<file path="src/rtl/fetch_controller_pkg.sv">
// Shared types and constants for the instruction-fetch sequencer.
package fetch_controller_pkg;

    typedef enum logic [1:0] {
        IDLE  = 2'd0,
        FETCH = 2'd1,
        DRAIN = 2'd2
    } fetch_state_t;

    localparam logic [31:0] FETCH_RESET_PTR = 32'd1;

    typedef struct packed {
        logic        valid;
        logic [31:0] addr;
    } fetch_req_t;

    // Saturating 32-bit increment used by the optional event counters.
    function automatic logic [31:0] sat_inc32(input logic [31:0] value);
        return (value == 32'hFFFF_FFFF) ? value : value + 32'd1;
    endfunction

endpackage

</file>
<file path="src/rtl/fetch_controller_if.sv">
// Bundles the memory-side and core-side handshakes of the fetch sequencer.
interface fetch_controller_if;
    logic        redirect_valid;
    logic [31:0] redirect_ptr;
    logic        imem_req_valid;
    logic        imem_req_ready;
    logic [31:0] imem_req_addr;
    logic        imem_resp_valid;
    logic [31:0] imem_resp_data;
    logic        instr_valid;
    logic        instr_ready;
    logic [31:0] instr_out;
    logic [31:0] instr_ptr;

    // Fetch controller side.
    modport master (
        input  redirect_valid, redirect_ptr,
        output imem_req_valid, imem_req_addr,
        input  imem_req_ready,
        input  imem_resp_valid, imem_resp_data,
        output instr_valid, instr_out, instr_ptr,
        input  instr_ready
    );

    // Memory/core environment side.
    modport slave (
        output redirect_valid, redirect_ptr,
        input  imem_req_valid, imem_req_addr,
        output imem_req_ready,
        output imem_resp_valid, imem_resp_data,
        input  instr_valid, instr_out, instr_ptr,
        output instr_ready
    );
endinterface

</file>
<file path="src/rtl/fetch_queue.sv">
// Small synchronous FIFO holding prefetched instruction words.
// Flush wins over push and pop; the head word is readable combinationally.
module fetch_queue #(
    parameter int DEPTH = 2,
    parameter int WIDTH = 32,
    localparam int AW   = $clog2(DEPTH),
    localparam int CW   = $clog2(DEPTH) + 1
) (
    input  logic             clk,
    input  logic             srst_i,
    input  logic             flush_i,
    input  logic             push_i,
    input  logic [WIDTH-1:0] data_i,
    input  logic             pop_i,
    output logic [WIDTH-1:0] head_o,
    output logic             full_o,
    output logic             empty_o,
    output logic [CW-1:0]    count_o
);

    logic [WIDTH-1:0] mem_q [DEPTH];
    logic [AW-1:0]    wr_ptr_q, wr_ptr_d;
    logic [AW-1:0]    rd_ptr_q, rd_ptr_d;
    logic [CW-1:0]    count_q, count_d;
    logic             push_ok;
    logic             pop_ok;

    assign empty_o = (count_q == '0);
    assign full_o  = (count_q == CW'(DEPTH));
    assign count_o = count_q;
    assign head_o  = mem_q[rd_ptr_q];

    assign pop_ok  = pop_i && !empty_o;
    assign push_ok = push_i && (!full_o || pop_ok);

    // Pointer and occupancy next-state; a flush simply empties the queue.
    always_comb begin
        wr_ptr_d = wr_ptr_q;
        rd_ptr_d = rd_ptr_q;
        count_d  = count_q;
        if (flush_i) begin
            wr_ptr_d = '0;
            rd_ptr_d = '0;
            count_d  = '0;
        end else begin
            if (push_ok) wr_ptr_d = wr_ptr_q + AW'(1);
            if (pop_ok)  rd_ptr_d = rd_ptr_q + AW'(1);
            if (push_ok && !pop_ok)      count_d = count_q + CW'(1);
            else if (!push_ok && pop_ok) count_d = count_q - CW'(1);
        end
    end

    // Pointer/occupancy registers.
    always_ff @(posedge clk) begin
        if (srst_i) begin
            wr_ptr_q <= '0;
            rd_ptr_q <= '0;
            count_q  <= '0;
        end else begin
            wr_ptr_q <= wr_ptr_d;
            rd_ptr_q <= rd_ptr_d;
            count_q  <= count_d;
        end
    end

    // Storage write port; contents need no reset because empty gates the head.
    always_ff @(posedge clk) begin
        if (push_ok && !flush_i) mem_q[wr_ptr_q] <= data_i;
    end

endmodule

</file>
<file path="src/rtl/fetch_controller.sv">
// Instruction-fetch sequencer: issues word fetches under a credit limit,
// buffers the returned words and hands them to the core in order.
// Redirects flush the queue and drop every response still in flight.
// Optional FETCH_PERF_EN adds saturating stall/flush event counters.
module fetch_controller
    import fetch_controller_pkg::*;
#(
    parameter int          DEPTH     = 2,
    parameter logic [31:0] RESET_PTR = FETCH_RESET_PTR
) (
    input  logic               clk,
    input  logic               _reset,
`ifdef FETCH_PERF_EN
    output logic [31:0]        perf_stall_cnt,
    output logic [31:0]        perf_flush_cnt,
`endif
    fetch_controller_if.master bus
);

    localparam int CW = $clog2(DEPTH) + 1;
    localparam logic [CW:0] DEPTH_W = (CW + 1)'(DEPTH);

    fetch_state_t  state_q, state_d;
    logic [31:0]   fetch_ptr_q, fetch_ptr_d;
    logic [31:0]   head_ptr_q, head_ptr_d;
    logic [CW-1:0] outstanding_q, outstanding_d;
    logic [CW-1:0] drop_cnt_q, drop_cnt_d;

    fetch_req_t    req;
    logic [CW:0]   credit_sum;
    logic          redirect_acc;
    logic          req_fire;
    logic          resp_take;
    logic          resp_drop;
    logic          q_push;
    logic          q_pop;
    logic          q_full;
    logic          q_empty;
    logic [CW-1:0] q_count;
    logic [31:0]   q_head;

    fetch_queue #(.DEPTH(DEPTH), .WIDTH(32)) u_queue (
        .clk     (clk),
        .srst_i  (_reset),
        .flush_i (redirect_acc),
        .push_i  (q_push),
        .data_i  (bus.imem_resp_data),
        .pop_i   (q_pop),
        .head_o  (q_head),
        .full_o  (q_full),
        .empty_o (q_empty),
        .count_o (q_count)
    );

    // Requests in flight plus words already buffered never exceed DEPTH,
    // so every response has a free slot waiting for it.
    assign credit_sum   = {1'b0, outstanding_q} + {1'b0, q_count};
    assign req.valid    = (state_q == FETCH) && (credit_sum < DEPTH_W);
    assign req.addr     = fetch_ptr_q;
    assign redirect_acc = bus.redirect_valid && (state_q != IDLE);
    assign req_fire     = req.valid && bus.imem_req_ready;
    assign resp_take    = bus.imem_resp_valid && (outstanding_q != '0);
    assign resp_drop    = resp_take && ((drop_cnt_q != '0) || redirect_acc);
    assign q_push       = resp_take && !resp_drop;
    assign q_pop        = !q_empty && bus.instr_ready;

    assign bus.imem_req_valid = req.valid;
    assign bus.imem_req_addr  = req.addr;
    assign bus.instr_valid    = !q_empty;
    assign bus.instr_out      = q_empty ? 32'd0 : q_head;
    assign bus.instr_ptr      = head_ptr_q;

    // Next-state: credit accounting, pointer advance, redirect and drain.
    always_comb begin
        state_d       = state_q;
        fetch_ptr_d   = fetch_ptr_q;
        head_ptr_d    = head_ptr_q;
        outstanding_d = outstanding_q;
        drop_cnt_d    = drop_cnt_q;

        if (req_fire && !resp_take)      outstanding_d = outstanding_q + CW'(1);
        else if (!req_fire && resp_take) outstanding_d = outstanding_q - CW'(1);

        if (req_fire) fetch_ptr_d = fetch_ptr_q + 32'd1;
        if (q_pop)    head_ptr_d  = head_ptr_q + 32'd1;
        if (resp_take && (drop_cnt_q != '0)) drop_cnt_d = drop_cnt_q - CW'(1);

        case (state_q)
            IDLE:    state_d = FETCH;
            DRAIN:   if (drop_cnt_d == '0) state_d = FETCH;
            default: state_d = state_q;
        endcase

        // Everything still in flight after this cycle belongs to the old
        // stream, including a request firing right now.
        if (redirect_acc) begin
            fetch_ptr_d = bus.redirect_ptr;
            head_ptr_d  = bus.redirect_ptr;
            drop_cnt_d  = outstanding_d;
            state_d     = (outstanding_d != '0) ? DRAIN : FETCH;
        end
    end

    // Sequencer state registers.
    always_ff @(posedge clk) begin
        if (_reset) begin
            state_q       <= IDLE;
            fetch_ptr_q   <= RESET_PTR;
            head_ptr_q    <= RESET_PTR;
            outstanding_q <= '0;
            drop_cnt_q    <= '0;
        end else begin
            state_q       <= state_d;
            fetch_ptr_q   <= fetch_ptr_d;
            head_ptr_q    <= head_ptr_d;
            outstanding_q <= outstanding_d;
            drop_cnt_q    <= drop_cnt_d;
        end
    end

    // A push into a full queue would mean the credit limit was broken.
    assert property (@(posedge clk) disable iff (_reset) !(q_push && q_full && !q_pop));

`ifdef FETCH_PERF_EN
    logic [31:0] perf_stall_q, perf_stall_d;
    logic [31:0] perf_flush_q, perf_flush_d;

    // Event counters: core starved of instructions, and accepted redirects.
    always_comb begin
        perf_stall_d = perf_stall_q;
        perf_flush_d = perf_flush_q;
        if (bus.instr_ready && q_empty && (state_q != IDLE)) perf_stall_d = sat_inc32(perf_stall_q);
        if (redirect_acc) perf_flush_d = sat_inc32(perf_flush_q);
    end

    // Counter registers.
    always_ff @(posedge clk) begin
        if (_reset) begin
            perf_stall_q <= '0;
            perf_flush_q <= '0;
        end else begin
            perf_stall_q <= perf_stall_d;
            perf_flush_q <= perf_flush_d;
        end
    end

    assign perf_stall_cnt = perf_stall_q;
    assign perf_flush_cnt = perf_flush_q;
`else
    // Counters absent in this build; core behaviour is unchanged.
`endif

endmodule

</file>
<file path="src/flat_wrapper.sv">
// flat-port wrapper written by rule: the top's interface ports become plain ports
module fetch_controller_flat import fetch_controller_pkg::*;
#(
    parameter int          DEPTH     = 2,
    parameter logic [31:0] RESET_PTR = FETCH_RESET_PTR
)
  (clk, _reset, bus_redirect_valid, bus_redirect_ptr, bus_imem_req_valid, bus_imem_req_addr, bus_imem_req_ready, bus_imem_resp_valid, bus_imem_resp_data, bus_instr_valid, bus_instr_out, bus_instr_ptr, bus_instr_ready);
  fetch_controller_if bus_i ();
  input  logic clk;
  input  logic _reset;
  input wire logic [$bits(bus_i.redirect_valid)-1:0] bus_redirect_valid;
  input wire logic [$bits(bus_i.redirect_ptr)-1:0] bus_redirect_ptr;
  output wire logic [$bits(bus_i.imem_req_valid)-1:0] bus_imem_req_valid;
  output wire logic [$bits(bus_i.imem_req_addr)-1:0] bus_imem_req_addr;
  input wire logic [$bits(bus_i.imem_req_ready)-1:0] bus_imem_req_ready;
  input wire logic [$bits(bus_i.imem_resp_valid)-1:0] bus_imem_resp_valid;
  input wire logic [$bits(bus_i.imem_resp_data)-1:0] bus_imem_resp_data;
  output wire logic [$bits(bus_i.instr_valid)-1:0] bus_instr_valid;
  output wire logic [$bits(bus_i.instr_out)-1:0] bus_instr_out;
  output wire logic [$bits(bus_i.instr_ptr)-1:0] bus_instr_ptr;
  input wire logic [$bits(bus_i.instr_ready)-1:0] bus_instr_ready;
  assign bus_i.redirect_valid = bus_redirect_valid;
  assign bus_i.redirect_ptr = bus_redirect_ptr;
  assign bus_imem_req_valid = bus_i.imem_req_valid;
  assign bus_imem_req_addr = bus_i.imem_req_addr;
  assign bus_i.imem_req_ready = bus_imem_req_ready;
  assign bus_i.imem_resp_valid = bus_imem_resp_valid;
  assign bus_i.imem_resp_data = bus_imem_resp_data;
  assign bus_instr_valid = bus_i.instr_valid;
  assign bus_instr_out = bus_i.instr_out;
  assign bus_instr_ptr = bus_i.instr_ptr;
  assign bus_i.instr_ready = bus_instr_ready;
  fetch_controller #(.DEPTH(DEPTH), .RESET_PTR(RESET_PTR)) u_core (.clk(clk), ._reset(_reset), .bus(bus_i));
endmodule
</file>
<file path="config.mk">
export PLATFORM = sky130hd
export DESIGN_NAME = fetch_controller_flat
export DESIGN_NICKNAME = d
export VERILOG_FILES = /design/src/rtl/fetch_controller_pkg.sv /design/src/rtl/fetch_controller_if.sv /design/src/rtl/fetch_queue.sv /design/src/rtl/fetch_controller.sv /design/src/flat_wrapper.sv
export SDC_FILE = /design/constraint.sdc
export NUM_CORES = 1
export LEC_CHECK = 0
export ABC_AREA = 1
export CAP_MARGIN = 40
export CORE_ASPECT_RATIO = 1.4
export CORE_MARGIN = 2
export CORE_UTILIZATION = 45
export DETAILED_ROUTE_END_ITERATION = 6
export GPL_ROUTABILITY_DRIVEN = 0
export GPL_TIMING_DRIVEN = 0
export PLACE_DENSITY = 0.72
export SYNTH_ARGS = -nofsm -noshare
export SYNTH_HDL_FRONTEND = slang
export SYNTH_SLANG_ARGS = --single-unit
</file>
<file path="constraint.sdc">
create_clock -name clk -period 7.4 [get_ports clk]
set_input_delay 1.11 -clock clk [delete_from_list [all_inputs] [get_ports clk]]
set_output_delay 1.11 -clock clk [all_outputs]
set_load 0.02 [all_outputs]
</file>
==> impl_metrics.yaml, run 1 <==
power:
  combPwrFrac_pct: 46.4
  swShare_pct: 43.4
  p_int_mw: 2.22
  power_density_mw_per_mm2: 387
  pwr-share-clk_pct: 21.7
  p_switching_mw: 1.70
  p_leak_nw: 3.88
  p_seq_share_pct: 32.0
  peakVddDrop_uv: 191
global_route:
  grt_overflow: 0
  grt_pass1_vias: 7650
  track_usage_pct: 28.0
  antenna_found_initial: 0
  grt_max_degree: 23
  grt_pass1_wl_um: 38500
setup_path:
  timing_worst_setup_path_type: "flop to output pin"
  crit_fanout: 4
  end_kind: "output pin"
  cp-startpoint: "u_core.u_queue.count_o[0]$_SDFFE_PP0P_"
  worstPathArrival_ps: 2450
  r2r_start: "u_core.u_queue.count_o[0]$_SDFFE_PP0P_"
  reg2regPathDepth: 9
  regToRegSetupSlack_ps: 5130
  endpoint: "bus_imem_req_valid"
  cp-start-kind: "flop"
  required_ps: 6290
  r2r-end: "u_core.bus.imem_req_addr[30]$_SDFFE_PP0P_"
cts:
  root_buffer: "clkbuf_16"
  ctsHtreeMaxLevel: 4
  cts_setup_buffers: 0
  hold_buffers: 0
  ctsLongestPathBuffers: 2
  clk_pin_slew_ps: 60
  cts_made_buffers: 17
  cts_tree: "done"
  cts_sinks: 139
  ctsResizeCount: 0
  clk_latency_ps: 430
placed_design:
  portBuffers: 166
  place_hpwl_um: 18800
detailed_routing:
  routed_wl_um: 25100
  firstDrtPassIters: 6
  wl_per_cell_um: 17.4
  ant_nets: 0
  met1_length_um: 9280
  drt_iter0_markers: 679
  wl_met3_um: 1780
  drcViolationCount: 0
  via_count: 7950
  top_layer: "met4"
  vias_per_cell: 5.51
  routed-wl-met2_um: 12600
floorplan:
  num_rows: 56
  dieArea_mm2: 0.0179
  core_area_mm2: 0.0166
  die_y_um: 158
  die_w_um: 114
  io_pins: 168
  start_util_pct: 45.6
sta:
  finalMaxSlewViolations: 0
  finalHoldViolCount: 0
  tightest_slew_ps: 735
  fin_tns_setup_ps: 0
  fin_crit_sh_pct: 48.0
  finClkSkew_ps: 13.4
  timing.final.crit_period_ps: 3560
  slew_headroom_pct: 51.0
  max_freq_mhz: 281
  setup_violations: 0
  rsz0062_at_grt: "false"
logic_synthesis:
  synth_top_cell_area_share_pct: 25.4
  synth-seq-cells: 139
  synth_edf_count: 64
  syn_inst: 1039
  syn-num-nets: 1115
  yosysSeqAreaShare_pct: 45.2
  yosysUniqueCellTypes: 38
  synthArstFlopShare_pct: 0
  yosys_warnings: 0
  yosysTopAreaCell: "edfxtp_1"
  netlist_area_mm2: 0.00758
  synth.most_common_cell: "nand2_1"
  synth_commonest_cells: "nand2_1, nor2_1, a21oi_1"
  synthTopCellsByArea: "edfxtp_1, dfxtp_1, nand2_1, a21oi_1, nor2_1"
  syn_area_per_cell_um2: 7.30
  synth_ff_type: "dfxtp_1"
cells_and_area:
  drive_above_1_share_pct: 7.02
  multi_input_area_mm2: 0.00365
  nets: 1302
  seqCellArea_mm2: 0.00342
  utilization_pct: 61.1
  syn_to_final_growth_pct: 33.8
  final.fill_count: 1520
  n_antenna_cell: 0
status:
  status: "finished, final reports clean"
job:
  maxCapViolCount: 0
min_path:
  hp-class: "flop to flop"
==> critical path, stage by stage (launching register included) <==
cell and delay (ps):
dfxtp_1 450, nand2_1 80, inv_1 70, fa_1 410
nor2_1 280, nand2_1 90, inv_1 60, clkdlybuf4s50_1 590
==> layout make-up <==
class                           count  share of cell area (%)
Clock inverter                     15                    1.50
Tap cell                          203                    2.50
Buffer                             41                    2.07
Inverter                           84                    3.11
Timing Repair Buffer              168                    16.9
Multi-Input combinational cell    775                    35.9
Clock buffer                       17                    4.19
Sequential cell                   139                    33.7
==> placed cells by master (no fill, tap or decap), drive strengths merged, types with 7 or more instances in the layout <==
cell and count:
nand2 340, clkdlybuf4s50 166, nor2 128, a21oi 94, inv 91, dfxtp 75
nand3 68, edfxtp 64, o21ai 60, clkbuf 34, buf 26, nand3b 20
a31oi 17, nor3 8, xor2 7
==> logic make-up after synthesis <==
kind of cell / after synthesis / share of synthesized area [%]
flip-flops: 139 / 45.2
XOR/XNOR: 9 / 1.04
buffers and inverters: 125 / 6.93
AND/OR/NAND/NOR: 575 / 32.8
adder cells (fa/ha/maj): 6 / 1.09
AO/OA/AOI/OAI: 185 / 13.0
==> per-stage QoR <==
| stage | cell area (um2) | setup WS (ps) | hold WS (ps) | power, mW | cells |
|---|---|---|---|---|---|
| finish | 10100 | 3840 | 496 | 3.92 | 1442 |
| floorplan | 7580 | 4060 | 459 | 2.28 | 1039 |
| global route | 10100 | 3730 | 545 | 4.15 | 1442 |
| detailed placement | 9570 | 4070 | 483 | 3.06 | 1410 |
| global placement | 9500 | 2650 | 469 | 3.02 | 1408 |
| CTS | 10100 | 3830 | 495 | 3.92 | 1442 |
==> state kept, by name (all words and copies together) (netlist names), named ones only <==
signal / cells
u_core.outstanding_q: 2
u_core.u_queue.count_o: 2
u_core.u_queue.wr_ptr_q: 1
u_core.bus.imem_req_addr: 32
u_core.state_q: 2
u_core.u_queue.mem_q: 64
u_core.drop_cnt_q: 2
u_core.u_queue.rd_ptr_q: 1
u_core.bus.instr_ptr: 32
==> power groups by stage <==
| stage | logic, mW | registers (mW) | clock network, mW |
|---|---|---|---|
| floorplan | 0.919 | 1.36 | 0 |
| global placement | 1.76 | 1.26 | 0 |
| detailed placement | 1.80 | 1.26 | 0 |
| CTS | 1.81 | 1.25 | 0.858 |
| global route | 1.98 | 1.28 | 0.889 |
| finish | 1.82 | 1.25 | 0.850 |
==> worst min-delay path by stage <==
stage / startpoint / end / slack (ps) / cells after the start
after floorplan: u_core.u_queue.wr_ptr_q$_SDFFE_PP0P_ / u_core.u_queue.wr_ptr_q$_SDFFE_PP0P_ / 460 / 2
after global placement: u_core.u_queue.wr_ptr_q$_SDFFE_PP0P_ / u_core.u_queue.wr_ptr_q$_SDFFE_PP0P_ / 470 / 2
after detailed placement: u_core.u_queue.rd_ptr_q$_SDFFE_PP0N_ / flop / 480 / 2
after CTS: u_core.u_queue.rd_ptr_q$_SDFFE_PP0N_ / flop / 500 / 2
after global routing: u_core.u_queue.rd_ptr_q$_SDFFE_PP0N_ / u_core.u_queue.rd_ptr_q$_SDFFE_PP0N_ / 540 / 2
final: u_core.u_queue.rd_ptr_q$_SDFFE_PP0N_ / u_core.u_queue.rd_ptr_q$_SDFFE_PP0N_ / 500 / 2
==> routing by layer <==
metal	vias up	global-route usage, %
li1	3829	-
met5	-	0
met4	0	16.8
met3	104	5.35
met2	381	50.2
met1	3636	30.3
(Power assumes the default switching activity.)
==> run 2, diff against run 1 <==
Settings changed: PLACE_DENSITY 0.72 to 0.75.
Clock period 7.4 ns to 3.2 ns, I/O delays scaled along.
==> impl_metrics.yaml, run 2 (same netlist as run 1, synthesis figures left out) <==
placed_design:
  place_hpwl_um: 18900
  portBuffers: 166
detailed_routing:
  firstDrtPassIters: 7
  routed_wl_um: 25200
  drt_iter0_markers: 767
  via_count: 7939
  vias_per_cell: 5.51
  wl_per_cell_um: 17.5
  ant_nets: 0
  drcViolationCount: 6
cts:
  clk_latency_ps: 430
  cts_tree: "done"
  cts_made_buffers: 17
  ctsResizeCount: 0
  root_buffer: "clkbuf_16"
  clk_pin_slew_ps: 60
  cts_setup_buffers: 0
  hold_buffers: 0
  ctsHtreeMaxLevel: 4
  cts_sinks: 139
  ctsLongestPathBuffers: 2
sta:
  finalHoldViolCount: 0
  slew_headroom_pct: 52.1
  rsz0062_at_grt: "false"
  fin_crit_sh_pct: 90.4
  finalMaxSlewViolations: 0
  finClkSkew_ps: 16.1
  setup_violations: 0
  max_freq_mhz: 346
  timing.final.crit_period_ps: 2890
  tightest_slew_ps: 718
setup_path:
  slowest_delay_ps: 590
  worstPathArrival_ps: 2410
  timing_worst_setup_path_type: "flop to output pin"
  cp_cell_sequence: "nand2_1 > inv_1 > fa_1 > nor2_1 > nand2_1 > inv_1 > clkdlybuf4s50_1"
  cp_num_buf_inv: 3
  regToRegSetupSlack_ps: 900
  reg2regPathDepth: 6
  crit_family: "buffers and inverters"
  crit_cells: 7
  cp-start-kind: "flop"
  end_kind: "output pin"
  required_ps: 2720
  slowest_stage: "clkdlybuf4s50_1"
  crit_fanout: 4
floorplan:
  dieArea_mm2: 0.0179
  io_pins: 168
  die_w_um: 114
  start_util_pct: 45.6
  die_y_um: 158
  num_rows: 56
  core_area_mm2: 0.0166
power:
  power_density_mw_per_mm2: 891
  finalPower_mw: 9.03
  p_leak_nw: 3.88
  peakVddDrop_uv: 401
cells_and_area:
  largest_reg_flops: 64
  n_antenna_cell: 0
  final_common_cell: "nand2_1"
  drive_above_1_share_pct: 7.02
  final_cell_mix: "nand2_1, clkdlybuf4s50_1, nor2_1, a21oi_1, inv_1"
  nets: 1302
  utilization_pct: 61.0
  largest_register: "u_core.u_queue.mem_q"
  syn_to_final_growth_pct: 33.7
status:
  failed_checks: "design-rule violations"
  status: "finished, violations left"
global_route:
  grt_overflow: 0
  track_usage_pct: 28.1
  grt_max_degree: 20
  antenna_found_initial: 0
  grt_pass1_vias: 7709
  grt_pass1_wl_um: 38700
min_path:
  hold_depth: 2
  hp-class: "flop to flop"
job:
  maxCapViolCount: 0
[run 2: path summary, 6_finish.rpt]
| check | startpoint | endpoint |
|---|---|---|
| setup reg to reg | u_core.outstanding_q[0]$_SDFF_PP0_ | u_core.u_queue.mem_q[1][16]$_DFFE_PP_ |
| hold / removal | u_core.u_queue.rd_ptr_q$_SDFFE_PP0N_ | u_core.u_queue.rd_ptr_q$_SDFFE_PP0N_ |
| setup / recovery | u_core.u_queue.count_o[0]$_SDFFE_PP0P_ | bus_imem_req_valid |
| hold reg to reg | u_core.u_queue.rd_ptr_q$_SDFFE_PP0N_ | u_core.u_queue.rd_ptr_q$_SDFFE_PP0N_ |
[run 2: metal layers]
metal  GRT usage, %  up-vias  share of wire (%)  routed length (um)
li1               -     3811                  -                   -
met1           30.0     3585                 36                9150
met2           51.2      443                 50               12700
met3           5.24      100                7.9                2000
met4           16.6        0                5.6                1410
met5              0        -                  0                   0
[run 2: cell type report]
| class | instances | area [um2] |
|---|---|---|
| fill | 1535 | 6470 |
| multi-input combinational | 775 | 3650 |
| sequential | 139 | 3420 |
| timing repair buffer | 168 | 1720 |
| clock buffer | 17 | 425 |
| inverter | 84 | 315 |
| tap | 203 | 254 |
| buffer | 41 | 210 |
| clock inverter | 15 | 140 |
[run 2: worst min-delay path: cells and delay by family, from the launching register on]
family | cells | cell delay, ps
flip-flops | 1 | 300
AO/OA/AOI/OAI | 1 | 60
AND/OR/NAND/NOR | 1 | 80
[run 2: where the power goes]
group	switching (mW)	internal, mW	total, mW	leakage (nW)
clock	0.835	1.08	1.92	0.270
combinational	2.53	1.68	4.22	2.41
sequential	0.541	2.36	2.90	1.20
[run 2: metrics by stage]
| step | hold slack [ps] | instances | TNS [ps] | setup WS (ps) | instance area, um2 |
|---|---|---|---|---|---|
| 2_1_floorplan | 459 | 1039 | 0 | 428 | 7580 |
| 3_3_place_gp | 470 | 1408 | -58330 | -915 | 9500 |
| 3_5_place_dp | 482 | 1410 | 0 | 434 | 9570 |
| 4_1_cts | 490 | 1442 | 0 | 273 | 10100 |
| 5_1_grt | 520 | 1442 | 0 | 142 | 10100 |
| 6_report | 488 | 1442 | 0 | 306 | 10100 |
